### src/rtl/alu_decode_stage_if.sv
// Handshake and decoded-control bundle between fetch, the ALU decode stage and execute.
// The slave modport is the decode stage; the master modport is the fetch/execute side.
interface alu_decode_stage_if #(
  parameter int ENABLE_W = 41
);
  logic                in_valid;
  logic                in_ready;
  logic [15:0]         instr;
  logic                flush;
  logic                out_valid;
  logic                out_ready;
  logic [ENABLE_W-1:0] enable;
  logic                use_carry;
  logic                b_is_const;
  logic [15:0]         b_const;
  logic                byte_op;
  logic [2:0]          src;
  logic [2:0]          dst;
  logic                write_en;
  logic                illegal;
  logic [15:0]         decode_count;

  modport slave (
    input  in_valid, instr, flush, out_ready,
    output in_ready, out_valid, enable, use_carry, b_is_const, b_const,
           byte_op, src, dst, write_en, illegal, decode_count
  );

  modport master (
    output in_valid, instr, flush, out_ready,
    input  in_ready, out_valid, enable, use_carry, b_is_const, b_const,
           byte_op, src, dst, write_en, illegal, decode_count
  );
endinterface

### src/rtl/alu_decode_stage.sv
// Registered XM23 ALU-group decode stage: single-entry valid/ready pipeline register
// with flush, producing the one-hot ALU enable vector and operand/write-back controls.
module alu_decode_stage #(
  parameter int ENABLE_W = 41,
  parameter int ALU_BASE = 9
) (
  input logic               clk,
  input logic               rst_n,
  alu_decode_stage_if.slave bus
);

  localparam logic [ENABLE_W-1:0] ONE_HOT_LSB = {{(ENABLE_W-1){1'b0}}, 1'b1};

  function automatic logic [15:0] const_lookup(input logic [2:0] sss);
    logic [15:0] v;
    case (sss)
      3'd0:    v = 16'h0000;
      3'd1:    v = 16'h0001;
      3'd2:    v = 16'h0002;
      3'd3:    v = 16'h0004;
      3'd4:    v = 16'h0008;
      3'd5:    v = 16'h0010;
      3'd6:    v = 16'h0020;
      3'd7:    v = 16'hFFFF;
      default: v = 16'h0000;
    endcase
    return v;
  endfunction

  logic [3:0]          w_op;
  logic                w_is_alu;
  logic [ENABLE_W-1:0] w_enable;
  logic                w_use_carry;
  logic                w_b_is_const;
  logic [15:0]         w_b_const;
  logic                w_write_en;
  logic                w_illegal;
  logic                w_in_ready;
  logic                w_accept;
  logic                w_consume;

  logic                r_out_valid;
  logic [ENABLE_W-1:0] r_enable;
  logic                r_use_carry;
  logic                r_b_is_const;
  logic [15:0]         r_b_const;
  logic                r_byte_op;
  logic [2:0]          r_src;
  logic [2:0]          r_dst;
  logic                r_write_en;
  logic                r_illegal;
  logic [15:0]         r_decode_count;

  assign w_op     = bus.instr[11:8];
  assign w_is_alu = (bus.instr[15:12] == 4'b0100) && (w_op <= 4'hB);

  // Combinational decode of the presented instruction word.
  always_comb begin
    w_enable     = '0;
    w_use_carry  = 1'b0;
    w_b_is_const = 1'b0;
    w_b_const    = 16'h0000;
    w_write_en   = 1'b0;
    w_illegal    = 1'b1;
    if (w_is_alu) begin
      w_enable     = ONE_HOT_LSB << (ALU_BASE + int'(w_op));
      w_b_is_const = bus.instr[7];
      w_illegal    = 1'b0;
      case (w_op)
        4'h1, 4'h3, 4'h4: w_use_carry = 1'b1;
        default:          w_use_carry = 1'b0;
      endcase
      // CMP and BIT only update flags.
      case (w_op)
        4'h5, 4'h9: w_write_en = 1'b0;
        default:    w_write_en = 1'b1;
      endcase
      if (bus.instr[7]) begin
        w_b_const = const_lookup(bus.instr[5:3]);
      end else begin
        w_b_const = 16'h0000;
      end
    end else begin
      w_illegal = 1'b1;
    end
  end

  assign w_in_ready = !r_out_valid || bus.out_ready;
  assign w_accept   = bus.in_valid && w_in_ready && !bus.flush;
  assign w_consume  = r_out_valid && bus.out_ready;

  // Pipeline register: flush beats accept and consume; fields hold when not loading.
  always_ff @(posedge clk or negedge rst_n) begin
    if (!rst_n) begin
      r_out_valid    <= 1'b0;
      r_enable       <= '0;
      r_use_carry    <= 1'b0;
      r_b_is_const   <= 1'b0;
      r_b_const      <= 16'h0000;
      r_byte_op      <= 1'b0;
      r_src          <= 3'd0;
      r_dst          <= 3'd0;
      r_write_en     <= 1'b0;
      r_illegal      <= 1'b0;
      r_decode_count <= 16'h0000;
    end else if (bus.flush) begin
      r_out_valid <= 1'b0;
    end else begin
      if (w_accept) begin
        r_out_valid  <= 1'b1;
        r_enable     <= w_enable;
        r_use_carry  <= w_use_carry;
        r_b_is_const <= w_b_is_const;
        r_b_const    <= w_b_const;
        r_byte_op    <= bus.instr[6];
        r_src        <= bus.instr[5:3];
        r_dst        <= bus.instr[2:0];
        r_write_en   <= w_write_en;
        r_illegal    <= w_illegal;
      end else if (w_consume) begin
        r_out_valid <= 1'b0;
      end else begin
        r_out_valid <= r_out_valid;
      end
      if (w_consume) begin
        r_decode_count <= r_decode_count + 16'd1;
      end else begin
        r_decode_count <= r_decode_count;
      end
    end
  end

  assign bus.in_ready     = w_in_ready;
  assign bus.out_valid    = r_out_valid;
  assign bus.enable       = r_enable;
  assign bus.use_carry    = r_use_carry;
  assign bus.b_is_const   = r_b_is_const;
  assign bus.b_const      = r_b_const;
  assign bus.byte_op      = r_byte_op;
  assign bus.src          = r_src;
  assign bus.dst          = r_dst;
  assign bus.write_en     = r_write_en;
  assign bus.illegal      = r_illegal;
  assign bus.decode_count = r_decode_count;

endmodule

### src/flat_wrapper.sv
// flat-port wrapper written by rule: the top's interface ports become plain ports
module alu_decode_stage_flat 
#(
  parameter int ENABLE_W = 41,
  parameter int ALU_BASE = 9
)
  (clk, rst_n, bus_in_valid, bus_instr, bus_flush, bus_out_ready, bus_in_ready, bus_out_valid, bus_enable, bus_use_carry, bus_b_is_const, bus_b_const, bus_byte_op, bus_src, bus_dst, bus_write_en, bus_illegal, bus_decode_count);
  alu_decode_stage_if #(.ENABLE_W(ENABLE_W)) bus_i ();
  input logic clk;
  input logic rst_n;
  input wire logic [$bits(bus_i.in_valid)-1:0] bus_in_valid;
  input wire logic [$bits(bus_i.instr)-1:0] bus_instr;
  input wire logic [$bits(bus_i.flush)-1:0] bus_flush;
  input wire logic [$bits(bus_i.out_ready)-1:0] bus_out_ready;
  output wire logic [$bits(bus_i.in_ready)-1:0] bus_in_ready;
  output wire logic [$bits(bus_i.out_valid)-1:0] bus_out_valid;
  output wire logic [$bits(bus_i.enable)-1:0] bus_enable;
  output wire logic [$bits(bus_i.use_carry)-1:0] bus_use_carry;
  output wire logic [$bits(bus_i.b_is_const)-1:0] bus_b_is_const;
  output wire logic [$bits(bus_i.b_const)-1:0] bus_b_const;
  output wire logic [$bits(bus_i.byte_op)-1:0] bus_byte_op;
  output wire logic [$bits(bus_i.src)-1:0] bus_src;
  output wire logic [$bits(bus_i.dst)-1:0] bus_dst;
  output wire logic [$bits(bus_i.write_en)-1:0] bus_write_en;
  output wire logic [$bits(bus_i.illegal)-1:0] bus_illegal;
  output wire logic [$bits(bus_i.decode_count)-1:0] bus_decode_count;
  assign bus_i.in_valid = bus_in_valid;
  assign bus_i.instr = bus_instr;
  assign bus_i.flush = bus_flush;
  assign bus_i.out_ready = bus_out_ready;
  assign bus_in_ready = bus_i.in_ready;
  assign bus_out_valid = bus_i.out_valid;
  assign bus_enable = bus_i.enable;
  assign bus_use_carry = bus_i.use_carry;
  assign bus_b_is_const = bus_i.b_is_const;
  assign bus_b_const = bus_i.b_const;
  assign bus_byte_op = bus_i.byte_op;
  assign bus_src = bus_i.src;
  assign bus_dst = bus_i.dst;
  assign bus_write_en = bus_i.write_en;
  assign bus_illegal = bus_i.illegal;
  assign bus_decode_count = bus_i.decode_count;
  alu_decode_stage #(.ENABLE_W(ENABLE_W), .ALU_BASE(ALU_BASE)) u_core (.clk(clk), .rst_n(rst_n), .bus(bus_i));
endmodule
### config.mk
export PLATFORM = sky130hd
export DESIGN_NAME = alu_decode_stage_flat
export DESIGN_NICKNAME = d
export VERILOG_FILES = /design/src/rtl/alu_decode_stage_if.sv /design/src/rtl/alu_decode_stage.sv /design/src/flat_wrapper.sv
export SDC_FILE = /design/constraint.sdc
export NUM_CORES = 1
export LEC_CHECK = 0
export CAP_MARGIN = 10
export CORE_UTILIZATION = 40
export CTS_BUF_LIST = sky130_fd_sc_hd__clkbuf_2 sky130_fd_sc_hd__clkbuf_4 sky130_fd_sc_hd__clkbuf_8
export DETAILED_ROUTE_END_ITERATION = 12
export GPL_TIMING_DRIVEN = 0
export PLACE_DENSITY = 0.85
export RECOVER_POWER = 50
export SETUP_SLACK_MARGIN = 0.2
export SLEW_MARGIN = 20
export SYNTH_ARGS = -nofsm -noshare
export SYNTH_HDL_FRONTEND = slang
export SYNTH_SLANG_ARGS = --single-unit
### constraint.sdc
create_clock -name clk -period 2.6 [get_ports clk]
set_clock_uncertainty 0.2 [all_clocks]
set_input_delay 0.52 -clock clk [delete_from_list [all_inputs] [get_ports clk]]
set_output_delay 0.52 -clock clk [all_outputs]
set_load 0.02 [all_outputs]
==> out/metrics.csv, run 1 <==
metric,value,unit
clock-root-buffer,clkbuf_8,
clk_path_buf_depth,2,
ys_seq_area_share,60.5,%
slowest_stage,clkdlybuf4s50_1,
synth_cell_types,34,
critPathArrivalTime,1.61,ns
holdWs,0.276,ns
min_path_type,flop to flop,
grt-ovfl-total,0,
dp.cells,436,
fin_cells,453,
place_area,3890,sq um
track_usage,18.9,%
die_y,85.3,um
syn2layout_area_growth,49.7,%
gp_congestion,0.767,
switchingPower,0.647,mW
synth.top_cell.area_share,60.5,%
cts_made_buffers,9,
yosysMostFrequentCell,dfrtp_1,
portBuffers,97,
core-area,6530,sq um
drive_above_1_share,12.5,%
grt_max_degree,48,
synth-seq-cells,67,
final-hold-violation-count,0,
pwr-share-seq,44.5,%
rsz0062_at_grt,false,
synth_edf_count,0,
powerDensity,621,nW/um^2
synth_area,2770,sq um
outcome,completed,
totalPowerFinal,2.58,mW
fin_area,4150,sq um
cts_sinks,67,
num_vias,2121,
p_comb_share,14.3,%
crit_buf_inv,3,
cp-end-kind,output port,
grt_pass1_wl,10500,um
drt-initial-drc-count,54,
dr.pass1.iters,4,
grt_antenna_before_repair,0,
clk-insertion-delay-late,0.34,ns
synthCells,253,
worstPathMaxFanout,3,
slew_headroom,19.8,%
rows,29,
die_area,7270,sq um
nets,396,
num_antenna_cells,0,
maxCapViolations,0,
fmax,430,MHz
cp_top_family,buffers and inverters,
p_int,1.93,mW
post-route-util,63.5,%
setup_viol,0,
synth_largest_area_cell,dfrtp_1,
final_antenna_net_count,0,
synth.top_cells.by_area,"dfrtp_1 (60%), nand2_1 (7.4%), buf_4 (4.9%)",
start_util,42.5,%
grt_pass1_vias,2192,
worstSetupPathType,input pin to output port,
min_period,2.33,ns
hpwlAfterDp,4660,um
worstSetupStartpointType,input pin,
wirelength,6270,um
p_clk_share,41.2,%
slowest_delay,0.45,ns
die_w,85.3,um
sw_frac_of_total,25.1,%
period_share,89.5,%
slew_violations,0,
p_leak,1.96,nW
cts_tree,done,
synth_common_cells,"dfrtp_1 (67), nand2_1 (55), and2_1 (20), buf_4 (18), o21ai_1 (13)",
detail_route.vias_per_cell,4.68,
synth_area_per_cell,11.0,sq um
required,1.88,ns
routedWlPerCell,13.8,um
synth_ff_type,dfrtp_1,
htree_levels,3,
ir_worst_vdd,434,uV
path_cells,"clkdlybuf4s50_1, nor2b_1, inv_1, dlygate4sd2_1",
worstMarginPinSlew,1.20,ns
drc_errors,0,
yosys_warnings,0,
clkTransAtPathRegs,0.08,ns
ys_async_sr_fraction,100,%
ios,107,
## layout make-up
type                            instances  area, sq um
Buffer                                 25          166
Clock buffer                           10          138
Clock inverter                          6          113
Fill cell                             530         2380
Inverter                                4         15.0
Multi-Input combinational cell        165          943
Sequential cell                        67         1680
Tap cell                               77         96.3
Timing Repair Buffer                   99         1000
## placed cells by master, fill, tap and decap left out, types with 2 or more instances in the layout
cell type | synthesis | layout
buf_2 | 5 | 4
o31ai_1 | 2 | 2
nand3_1 | 7 | 7
dfrtp_1 | 67 | 66
o21ai_0 | 8 | 8
nor4_2 | 2 | 2
nor3_1 | 2 | 2
clkinv_4 | 0 | 2
bufinv_16 | 0 | 3
buf_4 | 18 | 18
xor2_1 | 5 | 5
and2_0 | 0 | 6
clkbuf_8 | 0 | 10
xnor2_1 | 11 | 11
and3_1 | 2 | 2
ha_1 | 4 | 4
clkdlybuf4s50_1 | 0 | 74
nor2_1 | 6 | 6
inv_1 | 4 | 4
and2_1 | 20 | 14
o21ai_1 | 13 | 13
conb_1 | 1 | 9
mux2i_1 | 3 | 3
nand3b_1 | 3 | 3
clkbuf_1 | 2 | 4
dlygate4sd3_1 | 0 | 22
nand2_1 | 55 | 55
## final timing paths
| kind | end | slack [ns] | from | cells after the start |
|---|---|---|---|---|
| max reg2reg | u_core.bus.b_const[0] | 0.60 | u_core.bus.out_valid | 7 |
| max | bus_in_ready | 0.27 | bus_out_ready | 4 |
| max in group asynchronous | u_core.bus.enable[21] | 0.64 | rst_n | 3 |
| min | u_core.bus.dst[1] | 0.28 | u_core.bus.dst[1] | 2 |
| min in group asynchronous | u_core.bus.enable[12] | 0.75 | rst_n | 2 |
| min reg2reg | u_core.bus.dst[1] | 0.28 | u_core.bus.dst[1] | 2 |
## registers in the layout, indices dropped and copies added, names as in the netlist
register / cells
u_core.bus.b_const: 7
u_core.bus.b_is_const: 1
u_core.bus.byte_op: 1
u_core.bus.decode_count: 16
u_core.bus.dst: 3
u_core.bus.enable: 32
u_core.bus.illegal: 1
u_core.bus.out_valid: 1
u_core.bus.src: 3
u_core.bus.use_carry: 1
u_core.bus.write_en: 1
## cells by family (layout without fill, tap and decap cells)
logic type	Yosys count	after routing	share of synthesized area (%)
XOR/XNOR	16	16	5.05
adder cells (fa/ha/maj)	4	4	1.81
flip-flops	67	67	60.5
AND/OR/NAND/NOR	107	107	19.5
buffers and inverters	29	144	6.59
multiplexers	4	4	1.49
other	1	9	0.135
AO/OA/AOI/OAI	25	25	4.96
## through the flow
stage / setup TNS (ns) / setup WS, ns
floorplan: 0 / 0.715
global placement: -87.35 / -1.31
detailed placement: 0 / 0.0569
CTS: 0 / 0.233
global route: 0 / 0.158
finish: 0 / 0.273
## worst reg2reg max path: stages, from the launching register on
cell and delay (ns):
dfrtp_1 0.39, nor2b_1 0.24, inv_1 0.09, nand3b_1 0.14, clkbuf_1 0.37, buf_2 0.31, nand2_1 0.08, o31ai_1 0.07
## per-layer routing
metal | up-vias | global-route usage (%) | part of all wire, % | wire length, um
li1 | 1032 | - | - | -
met1 | 1003 | 24.6 | 46 | 2870
met2 | 76 | 30.0 | 46 | 2890
met3 | 10 | 3.99 | 5.9 | 372
met4 | 0 | 9.55 | 2.2 | 140
met5 | - | 0 | 0 | 0
## timing repair
| item | CTS | global route |
|---|---|---|
| pin swaps | 0 | 0 |
| hold buffers | 1 | 0 |
| hold endpoints to repair | 20 | 0 |
| gates resized for setup | 1 | 1 |
| buffers inserted | 0 | 0 |
| cloned | 0 | 0 |
| setup endpoints to repair | 1 | 9 |
## power by group through the flow
| stage | Clock [mW] | Combinational [mW] | Sequential, mW |
|---|---|---|---|
| global route | 1.14 | 0.400 | 1.15 |
| floorplan | 0 | 0.116 | 1.22 |
| CTS | 1.08 | 0.379 | 1.15 |
| detailed placement | 0 | 0.376 | 1.16 |
| global placement | 0 | 0.364 | 1.16 |
| finish | 1.06 | 0.370 | 1.15 |
Note: power is estimated with default switching activity, not from simulation.
==> inputs of run 2 (changes only) <==
--- a/config.mk
+++ b/config.mk
@@ -8,6 +8,7 @@
 export CAP_MARGIN = 10
 export CORE_UTILIZATION = 40
 export CTS_BUF_LIST = sky130_fd_sc_hd__clkbuf_2 sky130_fd_sc_hd__clkbuf_4 sky130_fd_sc_hd__clkbuf_8
+export CTS_CLUSTER_DIAMETER = 80
 export DETAILED_ROUTE_END_ITERATION = 12
 export GPL_TIMING_DRIVEN = 0
 export PLACE_DENSITY = 0.85
==> results of run 2 <==
Same layout as run 1: the final DEF is identical, and so are final timing and power.
==> inputs of run 3 (changes only) <==
--- a/config.mk
+++ b/config.mk
@@ -10,10 +10,9 @@
 export CTS_BUF_LIST = sky130_fd_sc_hd__clkbuf_2 sky130_fd_sc_hd__clkbuf_4 sky130_fd_sc_hd__clkbuf_8
 export CTS_CLUSTER_DIAMETER = 80
 export DETAILED_ROUTE_END_ITERATION = 12
-export GPL_TIMING_DRIVEN = 0
 export PLACE_DENSITY = 0.85
 export RECOVER_POWER = 50
-export SETUP_SLACK_MARGIN = 0.2
+export SETUP_SLACK_MARGIN = 0.5
 export SLEW_MARGIN = 20
 export SYNTH_ARGS = -nofsm -noshare
 export SYNTH_HDL_FRONTEND = slang
==> run 3 against run 2 <==
Compared with the run above: routed wire length decreased by 1.8%; clock power decreased by 18%; core utilization decreased by 3.0 points; the run now ends with capacitance limit, slew limit left; critical endpoint is now u_core.bus.b_const[1]; global-route usage decreased by 0.57 points; critical path type is now input pin to flop; sequential cell count unchanged.
==> out/metrics.csv, run 3 (synthesis results as in run 1) <==
metric,value,unit
dr.pass1.iters,4,
period_share,82.8,%
fmax,464,MHz
totalPowerFinal,2.36,mW
violations,"capacitance limit, slew limit",
start_util,42.5,%
r2r_slack,0.63,ns
portBuffers,97,
hold_start,u_core.bus.byte_op,
fin_tns_setup,0,ns
powerDensity,598,nW/um^2
detail_route.vias_per_cell,4.82,
final-hold-violation-count,0,
critPathArrivalTime,2.19,ns
worstPathMaxFanout,31,
p_leak,1.88,nW
clk-insertion-delay-late,0.32,ns
num_antenna_cells,0,
min_period,2.15,ns
drc_errors,0,
place_ws,0.0671,ns
ios,107,
core-area,6530,sq um
final_antenna_net_count,0,
cts_made_buffers,9,
grt-ovfl-total,0,
timing.hold.worst_path_depth,2,
die_w,85.3,um
maxCapViolations,1,
min_path_type,flop to flop,
grt_pass1_wl,10300,um
cp-end-kind,flop,
syn2layout_area_growth,42.5,%
drive_above_1_share,9.80,%
cts_sinks,67,
slew_violations,29,
cts_tree,done,
drt-initial-drc-count,62,
rsz0062_at_grt,true,
htree_levels,3,
die_area,7270,sq um
routedWlPerCell,14.2,um
r2r.worst_path.cells,6,
r2r-start,u_core.bus.out_valid,
worstMarginPinSlew,1.59,ns
clkTransAtPathRegs,0.07,ns
grt_antenna_before_repair,0,
setup_viol,0,
num_vias,2090,
hpwlAfterDp,4380,um
hold_path_end,u_core.bus.byte_op,
clk_path_buf_depth,2,
gp_congestion,0.754,
wirelength,6160,um
clock-root-buffer,clkbuf_8,
nets,378,
die_y,85.3,um
fin_area,3950,sq um
area.sequential,1680,sq um
grt_pass1_vias,2060,
num-fill-cells,567,
ir_worst_vdd,439,uV
final_common_cell,clkdlybuf4s50_1,
place_area,3770,sq um
worstSetupStartpointType,input pin,
outcome,"finished, violations left",
track_usage,18.3,%
final_cell_mix,"clkdlybuf4s50_1 (68), dfrtp_1 (67), nand2_1 (54)",
r2r_end,u_core.bus.b_const[1],
rows,29,
worst_slack,0.447,ns
slew_headroom,-6.30,%
required,2.63,ns
worstSetupPathType,input pin to flop,
grt_max_degree,40,
multi_input_area,981,sq um
largest_reg_flops,32,
run 3: area by class of cell:
class	count	area share, %
Inverter	4	0.380
Clock inverter	2	0.887
Clock buffer	13	4.21
Sequential cell	67	42.4
Tap cell	77	2.44
Timing Repair Buffer	106	24.8
Multi-Input combinational cell	165	24.8
run 3: timing repair:
item                                    CTS  global route
endpoints found under the setup margin   17            27
pin swaps                                 0             2
buffers inserted                          1             2
gates resized for setup                  18            22
endpoints found under the hold margin     0             0
hold buffers                              0             0
run 3: how the worst max path moves through the flow:
| stage | startpoint | cells after the start | slack, ns | end |
|---|---|---|---|---|
| after global routing | bus_flush | 4 | 0.30 | u_core.bus.b_const[1] |
| after floorplan | bus_instr[13] | 3 | 0.72 | u_core.bus.enable[19] |
| after CTS | bus_out_ready | 4 | 0.37 | bus_in_ready |
| after detailed placement | bus_out_ready | 4 | 0.07 | bus_in_ready |
| final | bus_flush | 4 | 0.45 | u_core.bus.b_const[1] |
| after global placement | bus_out_ready | 4 | 0.13 | bus_in_ready |
run 3: through the flow:
step | hold slack [ns] | utilization (%) | std cells
final | 0.281 | 60.5 | 434
after global routing | 0.296 | 60.5 | 434
after global placement | 0.259 | 57.7 | 416
after floorplan | 0.0244 | - | 261
after detailed placement | 0.266 | 57.7 | 416
after CTS | 0.0383 | 60.6 | 432
run 3: metal layers:
metal	global-route usage, %	wire length [um]	share of wire (%)
met1	24.5	2820	46
met2	28.5	2860	46
met3	5.84	380	6.2
met4	6.06	101	1.6
met5	0	0	0
run 3: power breakdown:
group / internal (mW) / total (mW) / switching, mW
clock: 0.511 / 0.873 / 0.362
combinational: 0.144 / 0.346 / 0.202
sequential: 1.09 / 1.14 / 0.0495
run 3: worst max-delay path: stages:
cell,delay [ns]
dlygate4sd3_1,0.60
nand3b_1,0.31
clkbuf_2,0.41
o31ai_2,0.35
